[config.mk]
export PLATFORM = sky130hd
export DESIGN_NAME = ttl_event_scheduler
export DESIGN_NICKNAME = d
export VERILOG_FILES = /design/src/rtl/ttl_event_scheduler.sv
export SDC_FILE = /design/constraint.sdc
export NUM_CORES = 1
export LEC_CHECK = 0
export CAP_MARGIN = 20
export CORE_MARGIN = 2
export CORE_UTILIZATION = 55
export CTS_BUF_LIST = sky130_fd_sc_hd__clkbuf_8 sky130_fd_sc_hd__clkbuf_16
export DETAILED_ROUTE_END_ITERATION = 6
export PLACE_DENSITY = 0.84
export SYNTH_ARGS = -nofsm -noshare
export SYNTH_HDL_FRONTEND = slang
export SYNTH_SLANG_ARGS = --single-unit
export TNS_END_PERCENT = 5
[constraint.sdc]
create_clock -name s_axi_aclk -period 8.3 [get_ports s_axi_aclk]
set_clock_uncertainty 0.15 [all_clocks]
set_input_delay 1.66 -clock s_axi_aclk [delete_from_list [all_inputs] [get_ports s_axi_aclk]]
set_output_delay 1.66 -clock s_axi_aclk [all_outputs]
set_load 0.05 [all_outputs]
[src/rtl/ttl_event_scheduler.sv]
// Timed TTL sequencer: (time, value) events queue in a circular FIFO; the head drives ttl_out one edge after timestamp reaches its time.
// Pushes are accepted while not full and dropped with a sticky overflow flag otherwise; stale heads are released immediately with a sticky late flag.
module ttl_event_scheduler #(
  parameter int TIME_WIDTH = 64,
  parameter int TTL_WIDTH  = 32,
  parameter int FIFO_DEPTH = 16,
  parameter int CNT_WIDTH  = $clog2(FIFO_DEPTH) + 1
) (
  input  logic                  s_axi_aclk,
  input  logic                  s_axi_aresetn,
  input  logic                  event_wr_en,
  input  logic [TIME_WIDTH-1:0] event_time,
  input  logic [TTL_WIDTH-1:0]  event_value,
  output logic                  event_full,
  output logic [CNT_WIDTH-1:0]  fifo_count,
  input  logic                  ctrl_start,
  input  logic                  ctrl_stop,
  input  logic                  ctrl_flush,
  input  logic                  err_clear,
  output logic                  running,
  output logic [TIME_WIDTH-1:0] timestamp,
  output logic [TTL_WIDTH-1:0]  ttl_out,
  output logic                  late_error,
  output logic                  overflow_error
);

  localparam int AW = $clog2(FIFO_DEPTH);
  localparam logic [CNT_WIDTH-1:0] LP_DEPTH = CNT_WIDTH'(FIFO_DEPTH);

  typedef enum logic {ST_IDLE, ST_RUN} state_t;

  typedef struct packed {
    logic [TIME_WIDTH-1:0] t;
    logic [TTL_WIDTH-1:0]  v;
  } ev_t;

  state_t                r_state;
  state_t                w_state_nxt;
  ev_t                   r_mem [FIFO_DEPTH];
  logic [AW-1:0]         r_wr_ptr;
  logic [AW-1:0]         r_rd_ptr;
  logic [CNT_WIDTH-1:0]  r_count;
  logic [TIME_WIDTH-1:0] r_timestamp;
  logic [TTL_WIDTH-1:0]  r_ttl;
  logic                  r_late;
  logic                  r_ovf;

  ev_t  w_head;
  logic w_full;
  logic w_empty;
  logic w_push;
  logic w_drop;
  logic w_pop;
  logic w_late;

  always_ff @(posedge s_axi_aclk or negedge s_axi_aresetn) begin
    if (!s_axi_aresetn) begin
      r_state <= ST_IDLE;
    end else begin
      r_state <= w_state_nxt;
    end
  end

  // Fullness is taken from the registered count, so a pop in the same cycle cannot make room.
  always_comb begin
    w_state_nxt = r_state;
    w_head      = r_mem[r_rd_ptr];
    w_full      = (r_count == LP_DEPTH);
    w_empty     = (r_count == '0);
    w_push      = event_wr_en && !w_full && !ctrl_flush;
    w_drop      = event_wr_en && w_full && !ctrl_flush;
    w_pop       = 1'b0;
    w_late      = 1'b0;
    if (ctrl_flush) begin
      w_state_nxt = ST_IDLE;
    end else if (ctrl_stop) begin
      w_state_nxt = ST_IDLE;
    end else if (ctrl_start) begin
      w_state_nxt = ST_RUN;
    end
    if ((r_state == ST_RUN) && !ctrl_flush && !w_empty && (w_head.t <= r_timestamp)) begin
      w_pop  = 1'b1;
      w_late = (w_head.t < r_timestamp);
    end
  end

  // Storage is not reset: the pointers and count define which entries are live.
  always_ff @(posedge s_axi_aclk) begin
    if (w_push) begin
      r_mem[r_wr_ptr] <= {event_time, event_value};
    end
  end

  always_ff @(posedge s_axi_aclk or negedge s_axi_aresetn) begin
    if (!s_axi_aresetn) begin
      r_wr_ptr    <= '0;
      r_rd_ptr    <= '0;
      r_count     <= '0;
      r_timestamp <= '0;
      r_ttl       <= '0;
      r_late      <= 1'b0;
      r_ovf       <= 1'b0;
    end else begin
      if (ctrl_flush) begin
        r_timestamp <= '0;
      end else if (r_state == ST_RUN) begin
        r_timestamp <= r_timestamp + TIME_WIDTH'(1);
      end

      if (w_pop) begin
        r_ttl <= w_head.v;
      end

      if (ctrl_flush) begin
        r_wr_ptr <= '0;
        r_rd_ptr <= '0;
        r_count  <= '0;
      end else begin
        if (w_push) begin
          r_wr_ptr <= r_wr_ptr + AW'(1);
        end
        if (w_pop) begin
          r_rd_ptr <= r_rd_ptr + AW'(1);
        end
        case ({w_push, w_pop})
          2'b10:   r_count <= r_count + CNT_WIDTH'(1);
          2'b01:   r_count <= r_count - CNT_WIDTH'(1);
          default: r_count <= r_count;
        endcase
      end

      // A new error in the same cycle as a clear wins.
      r_late <= w_late | (r_late & ~err_clear);
      r_ovf  <= w_drop | (r_ovf & ~err_clear);
    end
  end

  assign event_full     = w_full;
  assign fifo_count     = r_count;
  assign running        = (r_state == ST_RUN);
  assign timestamp      = r_timestamp;
  assign ttl_out        = r_ttl;
  assign late_error     = r_late;
  assign overflow_error = r_ovf;

endmodule

==> results of run 1 <==
## final cells by class
class | count | share of cell area
clock buffers | 179 | 0.05780
multi-input cells | 1466 | 0.2063
repair buffers | 278 | 0.03642
flip-flops and latches | 1648 | 0.6563
clock inverters | 119 | 0.01317
diodes | 9 | 0.0003020
inverters | 78 | 0.003926
well taps | 1536 | 0.02577
## cells in the mapped netlist (4+ instances only)
master,count,area share
edfxtp_1,1536,0.71
mux4_2,288,0.099
mux2i_1,198,0.030
o21ai_0,143,0.011
dfrtp_1,112,0.043
nand2_1,109,0.0063
clkbuf_1,103,0.0059
a21oi_1,98,0.0075
nor2_1,90,0.0052
mux2_2,83,0.014
inv_1,77,0.0044
ha_1,73,0.014
a221oi_1,66,0.0089
a22oi_1,63,0.0073
xnor2_1,60,0.0081
buf_2,47,0.0036
nand3_1,31,0.0024
nand4_1,23,0.0022
nor3_1,23,0.0018
nor4_1,12,0.0012
and2_1,11,0.0011
and4_1,10,0.0013
mux2_1,8,0.0014
buf_1,7,0.00040
a21o_1,6,0.00069
xor2_1,6,0.00081
and3_1,5,0.00048
mux2_4,5,0.0012
o211ai_1,5,0.00058
nor4_2,4,0.00077
o21a_1,4,0.00046
or3_1,4,0.00038
## sequential cells by signal, indices dropped and copies added (netlist names), 4 cells and up
| name | count |
|---|---|
| timestamp | 64 |
| r_mem | 1536 |
| r_wr_ptr | 4 |
| ttl_out | 32 |
| fifo_count | 5 |
| r_rd_ptr | 4 |
## worst max path at each step
stage	to	slack (ns)	depth (start not counted)
after floorplan	r_mem[4][0]	-1.11	4
after global placement	fifo_count[3]	1.72	20
after detailed placement	fifo_count[3]	1.57	20
after CTS	fifo_count[3]	1.39	21
after global routing	fifo_count[4]	0.79	21
final	fifo_count[3]	1.32	21
## cell families (layout without fill, tap and decap cells)
logic type / count (synthesis) / after routing / synth area share
DFF: 1648 / 1648 / 0.7505
muxes: 582 / 582 / 0.1468
AOI/OAI and AO/OA: 399 / 399 / 0.03833
and+or+nand+nor: 344 / 344 / 0.02589
buffers and inverters: 239 / 654 / 0.01501
adders and majority gates: 74 / 74 / 0.01432
xor gates and xnor gates: 67 / 67 / 0.009212
other: 0 / 9 / 0
## critical path, stage by stage, from the launching register on
cell and delay, ns:
dfrtp_4 0.83, buf_4 0.47, nand2b_1 0.46, o21ai_0 0.26
a21oi_1 0.27, o21ai_0 0.11, nand2_1 0.17, ha_1 0.25
nand4_1 0.19, nor2_1 0.07, a2111oi_0 0.52, o211ai_1 0.40
a2111oi_4 0.94, o22ai_1 0.28, inv_1 0.20, ha_1 0.25
a21o_1 0.18, a21oi_1 0.20, xor2_1 0.24, nor3_1 0.09
o21ai_0 0.23, nand3_1 0.09
## metrics by stage
| stage | utilization | cells |
|---|---|---|
| detailed placement | 0.5881 | 5006 |
| global route | 0.6332 | 5309 |
| floorplan | - | 3353 |
| global placement | 0.5881 | 5006 |
| CTS | 0.6331 | 5304 |
| finish | 0.6333 | 5313 |
## layer usage
layer / vias to the layer above / share of wire / routed length, um / GRT usage
li1: 14220 / - / - / -
met1: 17890 / 0.37 / 59450 / 0.3602
met2: 2284 / 0.49 / 79070 / 0.4291
met3: 375 / 0.11 / 18220 / 0.06891
met4: 22 / 0.032 / 5262 / 0.09400
met5: - / 0.00094 / 153 / 0
## power breakdown
part	leakage (nW)	total, mW	internal, mW	switching (mW)
Clock	2.77	7.25	4.17	3.08
Combinational	5.48	0.682	0.237	0.445
Sequential	15.4	9.23	9.18	0.0504
Total	23.6	17.2	13.6	3.58
==> flow_metrics.env, run 1 <==
export IMPL_drc=0
export IMPL_worst_skew_pair_late_latency_ns=0.78
export IMPL_grt_max_degree=124
export IMPL_cts_tree="done"
export IMPL_nets=3808
export IMPL_slew_violations=0
export IMPL_path_max_fanout=34
export IMPL_timing_final_crit_period_ns=6.984
export IMPL_cts_resized=0
export IMPL_path_class="reg2reg"
export IMPL_die_area_um2=121300
export IMPL_core_area_um2=117800
export IMPL_dp_hpwl_mm=86.42
export IMPL_clockBufferDepth=3
export IMPL_crit_required_ns=8.80
export IMPL_gr_total_overflow=0
export IMPL_rsz0062_at_grt="no"
export IMPL_syn_avg_cell_area_um2=19.44
export IMPL_wl_per_cell_um=30.52
export IMPL_cts_made_buffers=159
export IMPL_cp_start_kind="flip-flop"
export IMPL_synth_seq_area_share=0.7505
export IMPL_fmax_mhz=143.2
export IMPL_hold_slack_ns=0.3359
export IMPL_ant_nets=0
export IMPL_cts_root_buf="clkbuf_16"
export IMPL_grt_pass1_vias=35510
export IMPL_slew_limit_headroom=0.2210
export IMPL_end_kind="flip-flop"
export IMPL_ys_ff_latch=1648
export IMPL_path_clk_slew_ns=0.06
export IMPL_worstMarginPinSlew_ns=1.169
export IMPL_drive_gt1_frac=0.1908
export IMPL_startpoint="r_rd_ptr[1]"
export IMPL_fillers=7520
export IMPL_initial_core_util=0.5536
export IMPL_grt_pass1_wl_mm=236.6
export IMPL_first_pass_iters=6
export IMPL_ys_flop_type="edfxtp_1"
export IMPL_cts_hold_buf=0
export IMPL_synth_edf_count=1536
export IMPL_mostFrequentLayoutCell="edfxtp_1"
export IMPL_hp_start="ttl_out[25]"
export IMPL_drtIter0Drc=4751
export IMPL_postSynthCellCount=3353
export IMPL_period_share=0.8415
export IMPL_multi_input_area_um2=15390
export IMPL_grt_use_total=0.2679
export IMPL_area_growth_pct=14.39
export IMPL_setup_viol=0
export IMPL_syn_nets=3530
export IMPL_maxCapViolCount=0
export IMPL_min_path_cells=1
export IMPL_final_area_um2=74580
export IMPL_rows=126
export IMPL_postCtsSetupBuffers=0
export IMPL_ff2ff_path_depth=21
export IMPL_die_x_um=348.3
export IMPL_powerDensity_nw_per_um2=230.2
export IMPL_antenna_found_initial=21
export IMPL_arrival_ns=7.48
export IMPL_status="completed"
export IMPL_synth_warnings=0
export IMPL_routed_wirelength_mm=162.2
export IMPL_mostFrequentLayoutCells="edfxtp_1, mux4_2, clkdlybuf4s50_1"
export IMPL_irDropWorstVdd_v=0.0002380
export IMPL_place_ws_ns=1.567
export IMPL_place_congestion=0.8646
export IMPL_finalPower_mw=17.16
export IMPL_p_leak_nw=23.61
export IMPL_register_area_um2=48940
export IMPL_syn_cell_area_um2=65190
export IMPL_synth_cell_type_count=61
export IMPL_vias_per_cell=6.548
export IMPL_hold_path_class="reg2reg"
export IMPL_r2r_end="fifo_count[3]"
export IMPL_hold_end="ttl_out[25]"
export IMPL_cts_sinks=1648
export IMPL_num_vias=34790
export IMPL_hold_viol_final=0
export IMPL_dpl_instance_area_um2=69260
export IMPL_rr_startpoint="r_rd_ptr[1]"
export IMPL_async_flop_share=0.06796
export IMPL_die_h_um=348.3
export IMPL_final_setup_tns_ns=0
export IMPL_setup_slack_ns=1.316
export IMPL_io_pins=208
export IMPL_io_buffers=207
export IMPL_ff2ff_setup_slack_ns=1.32
export IMPL_h_tree_depth=4
Note: power is estimated with default switching activity, not from simulation.
==> run 2: changes to the inputs <==
PLACE_DENSITY = 0.82   (was 0.84)
clock period = 6.8 ns   (was 8.3 ns; I/O delays follow)
==> flow_metrics.env, run 2 (synthesis results as in run 1) <==
export IMPL_cp_start_kind="flip-flop"
export IMPL_drtIter0Drc=4675
export IMPL_mostFrequentLayoutCells="edfxtp_1, mux4_2, clkdlybuf4s50_1"
export IMPL_fmax_mhz=151.5
export IMPL_path_class="reg2reg"
export IMPL_largest_register_ffs=1536
export IMPL_wl_per_cell_um=30.12
export IMPL_setup_viol=0
export IMPL_initial_core_util=0.5536
export IMPL_cts_made_buffers=161
export IMPL_die_x_um=348.3
export IMPL_drive_gt1_frac=0.1969
export IMPL_maxCapViolCount=0
export IMPL_vias_per_cell=6.504
export IMPL_die_h_um=348.3
export IMPL_hold_path_class="reg2reg"
export IMPL_setup_slack_ns=0.2003
export IMPL_crit_required_ns=7.29
export IMPL_arrival_ns=7.09
export IMPL_rsz0062_at_grt="no"
export IMPL_slew_limit_headroom=0.2815
export IMPL_grt_max_degree=108
export IMPL_cts_root_buf="clkbuf_16"
export IMPL_path_cells="buf_4, buf_4, o21ai_0, nand2_1, ha_1, nand4_1, or4_1, a21oi_1, a2111o_1, a2111oi_4, o22ai_1, inv_1, ha_1, a21o_1, a21oi_1, xor2_1, nor3_1, o21ai_0, nand3_1"
export IMPL_timing_critical_path_buf_inv=3
export IMPL_area_growth_pct=15.12
export IMPL_path_clk_slew_ns=0.07
export IMPL_cts_tree="done"
export IMPL_io_pins=208
export IMPL_crit_family="compound AO/OA/AOI/OAI gates"
export IMPL_grt_use_total=0.2650
export IMPL_die_area_um2=121300
export IMPL_timing_final_crit_period_ns=6.600
export IMPL_num_vias=34650
export IMPL_cts_hold_buf=0
export IMPL_routed_wirelength_mm=160.5
export IMPL_powerDensity_nw_per_um2=279.4
export IMPL_clockBufferDepth=3
export IMPL_period_share=0.9706
export IMPL_mostFrequentLayoutCell="edfxtp_1"
export IMPL_gr_total_overflow=0
export IMPL_top_register="r_mem"
export IMPL_postCtsSetupBuffers=0
export IMPL_worst_skew_pair_late_latency_ns=0.79
export IMPL_crit_slowest_cell="buf_4"
export IMPL_dp_cells=5022
export IMPL_fillers=7503
export IMPL_p_leak_nw=23.77
export IMPL_path_max_fanout=50
export IMPL_worstMarginPinSlew_ns=1.078
export IMPL_end_kind="flip-flop"
export IMPL_cts_resized=0
export IMPL_dp_hpwl_mm=86.57
export IMPL_slew_violations=0
export IMPL_core_area_um2=117800
export IMPL_drc=0
export IMPL_rows=126
export IMPL_grt_pass1_vias=35070
export IMPL_final_setup_tns_ns=0
export IMPL_critPathMaxStageDelay_ns=0.81
export IMPL_h_tree_depth=4
export IMPL_io_buffers=207
export IMPL_status="completed"
export IMPL_nets=3831
export IMPL_place_congestion=0.8271
export IMPL_ant_nets=0
export IMPL_cts_sinks=1648
export IMPL_antenna_found_initial=17
export IMPL_place_ws_ns=0.2699
export IMPL_grt_pass1_wl_mm=233.9
export IMPL_first_pass_iters=5
export IMPL_irDropWorstVdd_v=0.0002670
export IMPL_hold_viol_final=0
export IMPL_finalNonFillerCells=5327
run 2: per-stage QoR:
step | hold WS [ns] | power, mW | utilization | area (um^2)
after CTS | 0.3412 | 21.04 | 0.6367 | 74980
after global placement | 0.3206 | 12.27 | 0.5916 | 69670
after detailed placement | 0.3277 | 12.29 | 0.5916 | 69670
after floorplan | 0.4061 | 11.88 | - | 65190
final | 0.3403 | 20.97 | 0.6373 | 75050
after global routing | 0.3675 | 21.49 | 0.6373 | 75050
run 2: worst register-to-register path, cell delays in order, from the launching register on:
cell and delay, ns:
dfrtp_4 0.65, buf_4 0.81, buf_4 0.77, o21ai_0 0.23
nand2_1 0.14, ha_1 0.16, nand4_1 0.14, or4_1 0.73
a21oi_1 0.39, a2111o_1 0.31, a2111oi_4 0.13, o22ai_1 0.46
inv_1 0.18, ha_1 0.30, a21o_1 0.17, a21oi_1 0.17
xor2_1 0.20, nor3_1 0.08, o21ai_0 0.22, nand3_1 0.10
run 2: final timing paths:
kind,startpoint,to,slack (ns),cells after the start
max,r_rd_ptr[2],fifo_count[3],0.20,19
min,late_error,late_error,0.34,1
max reg2reg,r_rd_ptr[2],fifo_count[3],0.20,19
min reg2reg,late_error,late_error,0.34,1
max in group asynchronous,s_axi_aresetn,timestamp[40],4.72,2
min in group asynchronous,s_axi_aresetn,ttl_out[13],0.44,1
run 2: where the power goes:
group	total, mW	internal, mW	switching, mW
sequential	11.3	11.2	0.0512
clock	8.88	5.05	3.83
combinational	0.833	0.294	0.539
total	21.0	16.5	4.42
run 2: layout make-up:
class / count / area [um^2] / share of cell area
Clock inverter: 126 / 1137 / 0.01515
Multi-Input combinational cell: 1466 / 15390 / 0.2050
Tap cell: 1536 / 1922 / 0.02561
Inverter: 78 / 292.8 / 0.003901
Antenna cell: 3 / 7.507 / 0.0001000
Timing Repair Buffer: 299 / 3182 / 0.04240
Sequential cell: 1648 / 48940 / 0.6521
Clock buffer: 171 / 4178 / 0.05567
run 2: routing by layer:
layer,GRT usage,up-vias,wire [um]
li1,-,14260,-
met1,0.3639,17900,60720
met2,0.4278,2170,78180
met3,0.06326,299,17370
met4,0.07651,26,4028
met5,0,-,170
